===== src/rtl/cfg_chain_loader.sv =====
// Config chain loader: accepts host words over valid/ready and shifts them onto
// CHAINS parallel fabric config chains, holding config_en for exactly CHAIN_LEN shifts.
module cfg_chain_loader #(
   parameter int CHAINS    = 2,
   parameter int CHAIN_LEN = 35,
   parameter int WORD_W    = 8
) (
   input  logic              clk,
   input  logic              nrst,
   input  logic              start,
   input  logic              abort,
   input  logic [WORD_W-1:0] wdata,
   input  logic              wvalid,
   output logic              wready,
   output logic              cfg_en,
   output logic              cfg_shift,
   output logic [CHAINS-1:0] cfg_data,
   output logic              busy,
   output logic              done,
   output logic              aborted
);

   localparam int WPS = WORD_W / CHAINS;
   localparam int CW  = $clog2(CHAIN_LEN + 1);
   localparam int RW  = $clog2(WPS + 1);

   localparam logic [1:0] S_IDLE  = 2'd0;
   localparam logic [1:0] S_LOAD  = 2'd1;
   localparam logic [1:0] S_SHIFT = 2'd2;
   localparam logic [1:0] S_DONE  = 2'd3;

   localparam logic [CW-1:0] LAST  = CW'(CHAIN_LEN);
   localparam logic [RW-1:0] WPS_R = RW'(WPS);

   logic [1:0]        state, state_n;
   logic [CW-1:0]     count, count_n, left;
   logic [RW-1:0]     rem, rem_n;
   logic [WORD_W-1:0] sbuf, sbuf_n;
   logic [CHAINS-1:0] data_n;
   logic              abort_n;

   // rem counts the shifts still owed by the current word, including the one
   // being presented; all outputs are registered from the next-state values.
   always_comb begin
      state_n = state;
      count_n = count;
      rem_n   = rem;
      sbuf_n  = sbuf;
      data_n  = '0;
      abort_n = 1'b0;
      left    = LAST - count;
      case (state)
         S_IDLE: begin
            if (start && !abort) begin
               state_n = S_LOAD;
               count_n = '0;
            end
         end
         S_LOAD: begin
            if (abort) begin
               state_n = S_IDLE;
               abort_n = 1'b1;
            end else if (wvalid && wready) begin
               state_n = S_SHIFT;
               data_n  = wdata[CHAINS-1:0];
               sbuf_n  = wdata >> CHAINS;
               rem_n   = (int'(left) < WPS) ? RW'(left) : WPS_R;
            end
         end
         S_SHIFT: begin
            if (abort) begin
               state_n = S_IDLE;
               abort_n = 1'b1;
            end else begin
               count_n = count + CW'(1);
               if (rem == RW'(1)) begin
                  state_n = (count_n == LAST) ? S_DONE : S_LOAD;
               end else begin
                  data_n = sbuf[CHAINS-1:0];
                  sbuf_n = sbuf >> CHAINS;
                  rem_n  = rem - RW'(1);
               end
            end
         end
         S_DONE:  state_n = S_IDLE;
         default: state_n = S_IDLE;
      endcase
   end

   always_ff @(posedge clk or negedge nrst) begin
      if (!nrst) begin
         state     <= S_IDLE;
         count     <= '0;
         rem       <= '0;
         sbuf      <= '0;
         wready    <= 1'b0;
         cfg_en    <= 1'b0;
         cfg_shift <= 1'b0;
         cfg_data  <= '0;
         busy      <= 1'b0;
         done      <= 1'b0;
         aborted   <= 1'b0;
      end else begin
         state     <= state_n;
         count     <= count_n;
         rem       <= rem_n;
         sbuf      <= sbuf_n;
         wready    <= (state_n == S_LOAD);
         cfg_en    <= (state_n == S_LOAD) || (state_n == S_SHIFT);
         cfg_shift <= (state_n == S_SHIFT);
         cfg_data  <= data_n;
         busy      <= (state_n == S_LOAD) || (state_n == S_SHIFT);
         done      <= (state_n == S_DONE);
         aborted   <= abort_n;
      end
   end

endmodule


===== config.mk =====
export PLATFORM = sky130hd
export DESIGN_NAME = cfg_chain_loader
export DESIGN_NICKNAME = d
export VERILOG_FILES = /design/src/rtl/cfg_chain_loader.sv
export SDC_FILE = /design/constraint.sdc
export NUM_CORES = 1
export LEC_CHECK = 0
export BUFFER_PORTS_ARGS = -buffer_cell sky130_fd_sc_hd__clkbuf_2
export CORE_ASPECT_RATIO = 0.7
export CORE_MARGIN = 3
export CORE_UTILIZATION = 35
export CTS_BUF_LIST = sky130_fd_sc_hd__clkbuf_16
export CTS_CLUSTER_DIAMETER = 30
export CTS_CLUSTER_SIZE = 24
export DETAILED_ROUTE_END_ITERATION = 10
export HOLD_SLACK_MARGIN = 0.06
export PLACE_DENSITY = 0.65
export SLEW_MARGIN = 20
export SYNTH_ARGS = -nofsm -noshare
export SYNTH_HDL_FRONTEND = slang
export SYNTH_SLANG_ARGS = --single-unit

===== constraint.sdc =====
create_clock -name clk -period 2.9 [get_ports clk]
set_clock_uncertainty 0.1 [all_clocks]
set_input_delay 0.58 -clock clk [delete_from_list [all_inputs] [get_ports clk]]
set_output_delay 0.58 -clock clk [all_outputs]
set_load 0.05 [all_outputs]

==> summary.txt <==
Status
  – Outcome: complete, no violations

CTS
  – Clock buffer count from CTS: 3
  – Root buffer cell: clkbuf_16
  – TritonCTS Sinks: 24
  – CTS Buffer Depth: 2
  – # Post-CTS Setup Buffers: 0
  – H-tree levels: 1
  – CTS Hold Bufs: 0
  – CTS tree: built
  – Clock transition at path regs: 0.06 ns
  – Post-CTS Resized: 0
  – Worst-Skew Late Latency: 0.25 ns

Route
  – DRT Pass-1 Iters: 4
  – Post-detailed-route count of antenna-violating nets: 0
  – Vias/cell: 5.08
  – DRC viols: 0
  – DR vias: 1057
  – Initial drt markers: 48
  – Post-DR wirelength/cell: 13.4 µm
  – WL final: 2790 µm

Synth
  – Syn Inst Count: 140
  – Yosys top cell area share: 0.440
  – Synth unique cells: 36
  – Synth warnings: 0
  – Syn Nets: 164
  – Most common cell in the netlist: dfrtp_1
  – Syn avg cell area: 9.74 µm²
  – Synthesis-stage register bit count: 24
  – Ys flop type: dfrtp_1
  – Ys async rst share: 1.00
  – Mapped Area: 1360 µm²
  – Post-synth EDFFs: 0
  – Commonest cells in the netlist: dfrtp_1 (24), nand2_1 (13), ha_1 (11), inv_1 (11), nor2_1 (10)
  – Post-synthesis sequential area ratio: 0.440
  – Synth area leaders: dfrtp_1 (44%), ha_1 (10%), mux2i_1 (4.4%)
  – Post-synth top area cell: dfrtp_1

Global routing
  – GRT Total Usage: 0.129
  – Grt ovf: 0
  – Initial antenna violation count: 0
  – Global-route wire length before repair: 4660 µm
  – Met2 Track Usage GR: 0.198
  – Pin count of the biggest net entering global routing: 25
  – Number of global-route vias before repair: 994
  – GR Util met1: 0.177
  – GR Util met3: 0.0342
  – Gr busiest metal: met2

Timing
  – Final worst slack: 0.622 ns
  – Tmin final: 2.28 ns
  – RSZ-0062 raised after global routing: no
  – Final setup viols: 0
  – Final period utilization: 0.785
  – Setup TNS: 0 ns
  – F_max: 0.439 GHz
  – Max transition margin: 0.552
  – Pins over their slew limit: 0
  – Final hold vios: 0
  – Worst Tran Pin Value: 0.671 ns

Power
  – Sequential share of power: 0.408
  – Leak: 0.691 nW
  – Net Sw Frac: 0.375
  – Pwr Density: 762 nW/µm²
  – Clock network power share: 0.248
  – Logic gate share of total power: 0.344
  – Sw Pwr: 0.448 mW
  – Peak supply drop: 356 µV
  – P_int: 0.748 mW

Critical path
  – Reg-to-reg setup timing slack: 0.62 ns
  – Worst-path fanout max: 16
  – Worst Setup End Kind: flip-flop
  – Reg2reg path depth: 6
  – RR Startpoint: state[0]
  – Worst setup path start: state[0]
  – End of the worst register-to-register path: rem[1]
  – Req. time, crit path: 2.94 ns
  – Startpoint type of the worst setup path: flip-flop
  – Kind of critical path: flip-flop to flip-flop
  – Data arrival, critical path: 2.32 ns

Floorplanning
  – Die area: 4690 µm²
  – Core Region: 3630 µm²
  – Ports: 21
  – Die Y: 58.2 µm
  – Die Wd: 80.6 µm
  – Initial core utilization: 0.376
  – Row count: 18

Placed design
  – Post-Place Worst Slack: 0.633 ns
  – IO Port Bufs: 20
  – Post-detail-place hpwl: 2080 µm
  – Final GP Congestion: 0.841

Cells and area
  – Ant diodes: 0
  – Nets: 183
  – Synthesis-to-layout area growth: 15.1%
  – Ratio of cells with drive above 1 in the final layout: 0.190

Flow run
  – Max cap viols: 0

Worst hold path
  – Worst Hold Class: input pin to asynchronous set/reset pin
-- cell families after synthesis --
kind of cell | after synthesis | share of synthesized area
AND/OR/NAND/NOR | 47 | 0.178
AO/OA/AOI/OAI | 32 | 0.162
XOR/XNOR | 2 | 0.0128
adder cells (fa/ha/maj) | 11 | 0.101
buffers and inverters | 18 | 0.0615
flip-flops | 24 | 0.440
multiplexers | 6 | 0.0440
-- sequential cells by signal, summed over array words and instances (netlist names) --
register,count
wready,1
sbuf,6
done,1
aborted,1
cfg_shift,1
busy,1
cfg_data,2
rem,3
count,6
state,2
-- power by group through the flow --
stage	clock network [mW]	logic [mW]	registers, mW
finish	0.296	0.412	0.488
global route	0.320	0.465	0.498
CTS	0.305	0.416	0.487
detailed placement	0	0.411	0.492
global placement	0	0.399	0.485
floorplan	0	0.262	0.545
-- per-layer routing --
| metal | share of wire | up-vias |
|---|---|---|
| met5 | 0 | - |
| met4 | 0.016 | 0 |
| met3 | 0.054 | 6 |
| met2 | 0.44 | 33 |
| met1 | 0.49 | 495 |
| li1 | - | 523 |
-- cells in the final DEF, fill, tap and decap left out, types with 2 or more instances in the layout --
cell type,instances
nor2b_1,2
mux2i_1,6
o21ai_0,9
nand2_1,13
xor2_1,2
o221ai_1,2
clkbuf_2,20
nor2_1,10
nor3_1,3
o31ai_1,2
a32oi_1,2
nor4_1,2
dfrtp_1,24
a21oi_2,2
nand3_1,4
a21oi_1,7
o21a_1,2
or3_1,2
ha_1,11
inv_1,11
clkbuf_16,3
nand2b_1,5
-- critical path: stages (launching register included) --
cell	delay, ns
dfrtp_1	0.41
inv_1	0.10
ha_1	0.31
and3b_4	0.26
a211oi_4	0.59
o221ai_1	0.24
o21a_1	0.16
-- worst max-delay path by stage --
stage          endpoint  cells after the start
3_3_place_gp     rem[1]                      6
2_1_floorplan      busy                      7
3_5_place_dp       busy                      7
6_report         rem[1]                      6
4_1_cts            busy                      7
5_1_grt          rem[1]                      6
-- per-stage QoR --
step / instance area (µm²) / utilization / instances / hold WS [ns] / total power, mW
global placement: 1490 / 0.411 / 204 / 0.373 / 0.883
detailed placement: 1490 / 0.411 / 204 / 0.397 / 0.903
finish: 1570 / 0.433 / 208 / 0.231 / 1.20
CTS: 1570 / 0.433 / 208 / 0.255 / 1.21
floorplan: 1360 / - / 140 / 0.184 / 0.807
global route: 1570 / 0.433 / 208 / 0.278 / 1.28
-- cell type report --
cell class | count | area [µm²]
Clock buffer | 3 | 75.1
Clock inverter | 1 | 3.75
Fill cell | 362 | 2060
Inverter | 11 | 41.3
Multi-Input combinational cell | 98 | 679
Sequential cell | 24 | 601
Tap cell | 50 | 62.6
Timing Repair Buffer | 21 | 108
Power figures use the tool's default switching activity.
